===== src/rtl/grey_ptr_fifo_ctrl.sv =====
// Single-clock FIFO pointer controller with binary pointers exported as Grey code.
// Optional almost_full/almost_empty flags are built when ALMOST_FLAGS_EN is defined.
module grey_ptr_fifo_ctrl #(
    parameter int ADDR_WIDTH = 4,
    parameter int AF_LEVEL   = 12,
    parameter int AE_LEVEL   = 2
) (
    input  logic                  clk,
    input  logic                  rst,
    input  logic                  wr_en,
    input  logic                  rd_en,
    output logic [ADDR_WIDTH-1:0] wr_addr,
    output logic [ADDR_WIDTH-1:0] rd_addr,
    output logic                  ram_we,
    output logic                  ram_re,
    output logic [ADDR_WIDTH:0]   wr_ptr_grey,
    output logic [ADDR_WIDTH:0]   rd_ptr_grey,
    output logic                  full,
    output logic                  empty,
    output logic [ADDR_WIDTH:0]   count,
    output logic                  overflow,
    output logic                  underflow
`ifdef ALMOST_FLAGS_EN
    ,
    output logic                  almost_full,
    output logic                  almost_empty
`endif
);

    localparam int PW = ADDR_WIDTH + 1;
    // Inverting the two MSBs of a Grey pointer gives the value it takes one lap later.
    localparam logic [PW-1:0] LAP_MASK = PW'(3) << (PW - 2);

    function automatic logic [PW-1:0] bin2grey(input logic [PW-1:0] b);
        return b ^ (b >> 1);
    endfunction

    logic [PW-1:0] wr_bin, rd_bin;
    logic [PW-1:0] wr_bin_nx, rd_bin_nx;
    logic [PW-1:0] wr_grey_nx, rd_grey_nx;
    logic [PW-1:0] count_nx;

    assign ram_we  = wr_en && !full;
    assign ram_re  = rd_en && !empty;
    assign wr_addr = wr_bin[ADDR_WIDTH-1:0];
    assign rd_addr = rd_bin[ADDR_WIDTH-1:0];

    always_comb begin
        wr_bin_nx  = wr_bin + PW'(ram_we);
        rd_bin_nx  = rd_bin + PW'(ram_re);
        wr_grey_nx = bin2grey(wr_bin_nx);
        rd_grey_nx = bin2grey(rd_bin_nx);
        count_nx   = wr_bin_nx - rd_bin_nx;
    end

    always_ff @(posedge clk) begin
        if (rst) begin
            wr_bin      <= '0;
            rd_bin      <= '0;
            wr_ptr_grey <= '0;
            rd_ptr_grey <= '0;
            count       <= '0;
            full        <= 1'b0;
            empty       <= 1'b1;
            overflow    <= 1'b0;
            underflow   <= 1'b0;
        end else begin
            wr_bin      <= wr_bin_nx;
            rd_bin      <= rd_bin_nx;
            wr_ptr_grey <= wr_grey_nx;
            rd_ptr_grey <= rd_grey_nx;
            count       <= count_nx;
            full        <= (wr_grey_nx == (rd_grey_nx ^ LAP_MASK));
            empty       <= (wr_grey_nx == rd_grey_nx);
            overflow    <= wr_en && full;
            underflow   <= rd_en && empty;
        end
    end

`ifdef ALMOST_FLAGS_EN
    localparam int DEPTH = 2 ** ADDR_WIDTH;
    localparam logic [PW-1:0] AF_L = PW'(AF_LEVEL);
    localparam logic [PW-1:0] AE_L = PW'(AE_LEVEL);

    generate
        if (AF_LEVEL > DEPTH || AE_LEVEL >= DEPTH) begin : g_bad_levels
            $error("grey_ptr_fifo_ctrl: AF_LEVEL must be <= DEPTH and AE_LEVEL < DEPTH");
        end
    endgenerate

    always_ff @(posedge clk) begin
        if (rst) begin
            almost_full  <= 1'b0;
            almost_empty <= 1'b1;
        end else begin
            almost_full  <= (count_nx >= AF_L);
            almost_empty <= (count_nx <= AE_L);
        end
    end
`else
    logic unused_levels;
    assign unused_levels = ^{AF_LEVEL, AE_LEVEL};
`endif

endmodule


===== config.mk =====
export PLATFORM = sky130hd
export DESIGN_NAME = grey_ptr_fifo_ctrl
export DESIGN_NICKNAME = d
export VERILOG_FILES = /design/src/rtl/grey_ptr_fifo_ctrl.sv
export SDC_FILE = /design/constraint.sdc
export NUM_CORES = 1
export LEC_CHECK = 0
export ABC_AREA = 0
export CAP_MARGIN = 20
export CELL_PAD_IN_SITES_DETAIL_PLACEMENT = 0
export CELL_PAD_IN_SITES_GLOBAL_PLACEMENT = 1
export CORE_MARGIN = 2
export CORE_UTILIZATION = 45
export DETAILED_ROUTE_END_ITERATION = 8
export DONT_BUFFER_PORTS = 1
export PLACE_DENSITY_LB_ADDON = 0.15
export SLEW_MARGIN = 20
export SYNTH_ARGS = -nofsm -noshare
export SYNTH_HDL_FRONTEND = slang
export SYNTH_SLANG_ARGS = --single-unit

===== constraint.sdc =====
create_clock -name clk -period 3.45 [get_ports clk]
set_input_delay 0.69 -clock clk [delete_from_list [all_inputs] [get_ports clk]]
set_output_delay 0.69 -clock clk [all_outputs]
set_load 0.05 [all_outputs]

-- After elaboration in Yosys (flattened, before gate mapping)
Index checks and enable logic that the tools add are counted.
- bits in registers: 29
- input bits: 4
- output and inout port bits: 29
- word-level logic and storage cells: 23
- add/sub/neg operators: 3
- eq/ne operators: 2
- bitwise gates (word level): 3
- reduce and logical (&&, ||, !) cells: 6
- operator list (cell ; number):
    $add 5x1->5 ; 2
    $eq 5x5->1 ; 2
    $xor 5x4->5 ; 2
    $sub 5x5->5 ; 1
    $logic_and 1x1->1 ; 4
    $logic_not 1->1 ; 2
    $not 2->2 ; 1

-- Longest topological paths before layout
- word-level depth: 6
- depth in mapped cells: 10
- depth with buffers taken out: 10

-- Least setup slack after synthesis
No wires, ideal clock.
- path kind: in2reg
- start point: input wr_en
- end point: register count[4]
- library setup time: 128 ps
- arrival: 3158 ps
- required time: 3322 ps
- slack: 164 ps
- stages: 10
- buffers on the path: 0
- cells stage by stage: nor2b_1 ha_1 ha_1 inv_1 fa_1 inv_1 a21oi_1 maj3_1 xor2_1 nor2_1
- cells in the longest elaborated chain, start to end: 3
- RTL lines (element ; line ; RTL):
    start: declaration ; 10 ; input logic wr_en,
    $logic_and 1x1->1 ; 43 ; assign ram_we = wr_en && !full;
    $add 5x1->5 ; 49 ; wr_bin_nx = wr_bin + PW'(ram_we);
    net wr_bin_nx[1] ; 39 ; logic [PW-1:0] wr_bin_nx, rd_bin_nx;
    $sub 5x5->5 ; 53 ; count_nx = wr_bin_nx - rd_bin_nx;
    end signal: assignment ; 72 ; count <= count_nx;
    end: declaration ; 20 ; output logic [ADDR_WIDTH:0] count,
The timed path passes the listed nets, and every way through them passes these cells.
A chain may end at the register's enable or synchronous reset.

-- Final worst setup path
- start point: register empty
- end point: register count[4]
- cells in the longest elaborated chain, start to end: 4
- RTL lines (element ; line ; RTL):
    start: declaration ; 19 ; output logic empty,
    start signal: assignment ; 74 ; empty <= (wr_grey_nx == rd_grey_nx);
    $logic_not 1->1 ; 44 ; assign ram_re = rd_en && !empty;
    $logic_and 1x1->1 ; 44 ;
    $add 5x1->5 ; 50 ; rd_bin_nx = rd_bin + PW'(ram_re);
    net rd_bin_nx[1] ; 39 ;
    $sub 5x5->5 ; 53 ;
The timed path passes the listed nets, and every way through them passes these cells.

==> impl_metrics.csv <==
group,metric,value,unit
grt,met3_usage,0.0361,
grt,grt_pass1_vias,688,
clock_tree,h-tree-depth,1,
grt,grt_max_degree,28,
setup_path,start_kind,"flop",
sta,drv_slew,0,
yosys,ys_warn_count,0,
power,clkPwrFrac,0.186,
sta,min_period,2.75,ns
routing,wl,1720,um
placement,dp_hpwl,1290,um
setup_path,crit_required,3.71,ns
setup_path,end_kind,"flop",
clock_tree,cts_tree,"built",
clock_tree,numClockSinks,27,
yosys,syn_area_per_cell,10.4,um^2
setup_path,path_depth,10,
clock_tree,clock-root-buffer,"clkbuf_4",
routing,drcViolationCount,0,
power,finalPower,712,uW
power,p_comb_frac,0.178,
clock_tree,postCtsSetupBuffers,0,
outcome,outcome,"finished clean",
grt,busiest_layer,"met2",
placement,dp_cells,136,
setup_path,r2r_cells,10,
sta,tightest_slew,0.653,ns
grt,grt_antenna_before_repair,0,
floorplanning,die_h,53.6,um
placement,gp_congestion,0.723,
yosys,synthesis.nets,119,
clock_tree,postCtsHoldBufs,0,
setup_path,arrival,3.01,ns
sta,hold_slack,0.419,ns
sta,worst_slack,0.703,ns
setup_path,critPathSlowestCell,"dfxtp_1",
setup_path,critPathTopFamily,"adder cells",
setup_path,worstSetupStartpoint,"empty",
floorplanning,core,2280,um^2
routing,first_pass_iters,4,
clock_tree,clkTransAtPathRegs,0.14,ns
setup_path,crit_path_frequent_cell,"ha_1",
yosys,ys_types,18,
sta,fmax,364,MHz
yosys,yosysSeqAreaShare,0.488,
layout,syn_to_final_growth,7.22,%
yosys,synth_area,1110,um^2
power,switching_power,267,uW
sta,setup_violations,0,
floorplanning,rows,17,
clock_tree,cts_made_buffers,3,
sta,relSlewSlack,0.564,
floorplanning,die_width,53.6,um
floorplanning,io_pins,33,
placement,dpl_worst_slack,0.631,ns
grt,grt_pass1_wl,2940,um
setup_path,crit_chain,"buf_4 -> nor2b_1 -> ha_1 -> ha_1 -> fa_1 -> inv_1 -> a21oi_1 -> maj3_1 -> xor2_1 -> nor2_1",
power,power_density,599,nW/um^2
layout,fin_nets,125,
layout,final_cells,140,
setup_path,critPathKind,"reg -> reg",
setup_path,worstPathMaxFanout,4,
layout,diodes,0,
routing,wl_per_cell,12.3,um
setup_path,r2r_start,"empty",
grt,grtUsageTotal,0.145,
power,swShare,0.375,
hold_path,hp-class,"in -> reg",
grt,grt_remaining_overflow,0,
clock_tree,clockBufferDepth,2,
setup_path,max_stage_delay,0.67,ns
power,power_frac_seq,0.636,
setup_path,path_buf_inv,2,
setup_path,r2r_end,"count[4]",
yosys,synthCells,107,
layout,drive_gt1_frac,0.125,
power,irDropWorstVdd,381,uV
yosys,synth_area_leaders,"dfxtp_1 (49%), xnor2_1 (8.7%), ha_1 (7.9%)",
clock_tree,clk_latency,0.31,ns
grt,grt.met1_usage,0.181,
yosys,synth_top_area_frac,0.488,
grt,met2_usage,0.230,
sta,rsz0062_at_grt,"false",
sta,period_share,0.796,
setup_path,ff2ff_setup_slack,0.70,ns
power,intPower,445,uW
yosys,synth_top_cell_by_area,"dfxtp_1",
routing,drt-initial-drc-count,8,
floorplanning,dieArea,2880,um^2
yosys,ys_ff_latch,27,
setup_path,crit_end,"count[4]",
sta,hold_viol,0,
run,max_cap_violations,0,
sta,fin_worst_skew,0.00194,ns
routing,avgViaCountPerCell,4.69,
routing,drtAntennaViolNets,0,
floorplanning,initial_core_util,0.487,
placement,portBuffers,0,
routing,vias,656,
sta,tns,0,ns
clock_tree,ctsResizeCount,0,
power,leakage,0.000497,uW
[cell type report]
type | count | area [um^2]
Sequential cell | 27 | 541
Multi-Input combinational cell | 72 | 538
Timing Repair Buffer | 4 | 30.0
Clock buffer | 4 | 26.3
Fill cell | 223 | 1090
Tap cell | 28 | 35.0
Inverter | 5 | 18.8
[power groups by stage]
stage	clock (uW)	sequential [uW]	combinational, uW
5_1_grt	151	457	143
3_5_place_dp	0	462	128
3_3_place_gp	0	462	126
2_1_floorplan	0	459	105
6_report	132	453	127
4_1_cts	140	454	129
[registers in the layout, indices dropped and copies added (netlist names)]
register     count
empty            1
full             1
overflow         1
count            5
rd_ptr_grey      5
underflow        1
rd_bin           4
wr_bin           4
wr_ptr_grey      5
[cells in the final DEF, fill, tap and decap left out]
| master | netlist | final |
|---|---|---|
| a21o_1 | 1 | 1 |
| a21oi_1 | 2 | 2 |
| a31o_2 | 1 | 1 |
| buf_4 | 0 | 4 |
| clkbuf_1 | 3 | 1 |
| clkbuf_4 | 0 | 3 |
| dfxtp_1 | 27 | 27 |
| fa_1 | 1 | 1 |
| ha_1 | 7 | 7 |
| inv_1 | 5 | 5 |
| maj3_1 | 1 | 1 |
| nand2_1 | 3 | 3 |
| nand3_1 | 4 | 4 |
| nor2_1 | 23 | 23 |
| nor2b_1 | 4 | 4 |
| nor3_2 | 2 | 2 |
| xnor2_1 | 11 | 11 |
| xnor2_2 | 1 | 1 |
| xor2_1 | 8 | 8 |
| xor2_2 | 3 | 3 |
[through the flow]
| stage | utilization | instance area, um^2 |
|---|---|---|
| after floorplan | - | 1110 |
| after global placement | 0.511 | 1160 |
| after detailed placement | 0.511 | 1160 |
| after CTS | 0.522 | 1190 |
| after global routing | 0.522 | 1190 |
| final | 0.522 | 1190 |
[worst min path at each step]
stage | start | to | slack, ns | depth (start not counted)
after global placement | full | overflow | 0.61 | 3
after CTS | rst | rd_bin[1] | 0.41 | 1
after floorplan | full | overflow | 0.66 | 2
final | rst | wr_bin[0] | 0.42 | 1
after global routing | rst | count[1] | 0.39 | 1
after detailed placement | full | overflow | 0.62 | 3
[synth_stat cells]
cell type / count
a31o_2: 1
a21o_1: 1
dfxtp_1: 27
nor3_2: 2
ha_1: 7
nand2_1: 3
fa_1: 1
clkbuf_1: 3
maj3_1: 1
nor2b_1: 4
xnor2_2: 1
nand3_1: 4
xor2_2: 3
nor2_1: 23
xnor2_1: 11
inv_1: 5
xor2_1: 8
a21oi_1: 2
[cells by family (layout without fill, tap and decap cells)]
logic type	count (synthesis)	in the layout	share of synthesized area
simple gates	36	36	0.147
buf+inv	8	13	0.0271
xor+xnor	23	23	0.209
fa+ha+maj	9	9	0.106
compound gates	4	4	0.0237
flops	27	27	0.488
[routing by layer]
metal / wire length, um / vias to the layer above / part of all wire
met2: 801 / 18 / 0.47
met3: 74 / 2 / 0.043
met4: 17 / 0 / 0.0099
met1: 826 / 293 / 0.48
met5: 0 / - / 0
li1: - / 343 / -
No activity file was read; power rests on OpenSTA's default activity.
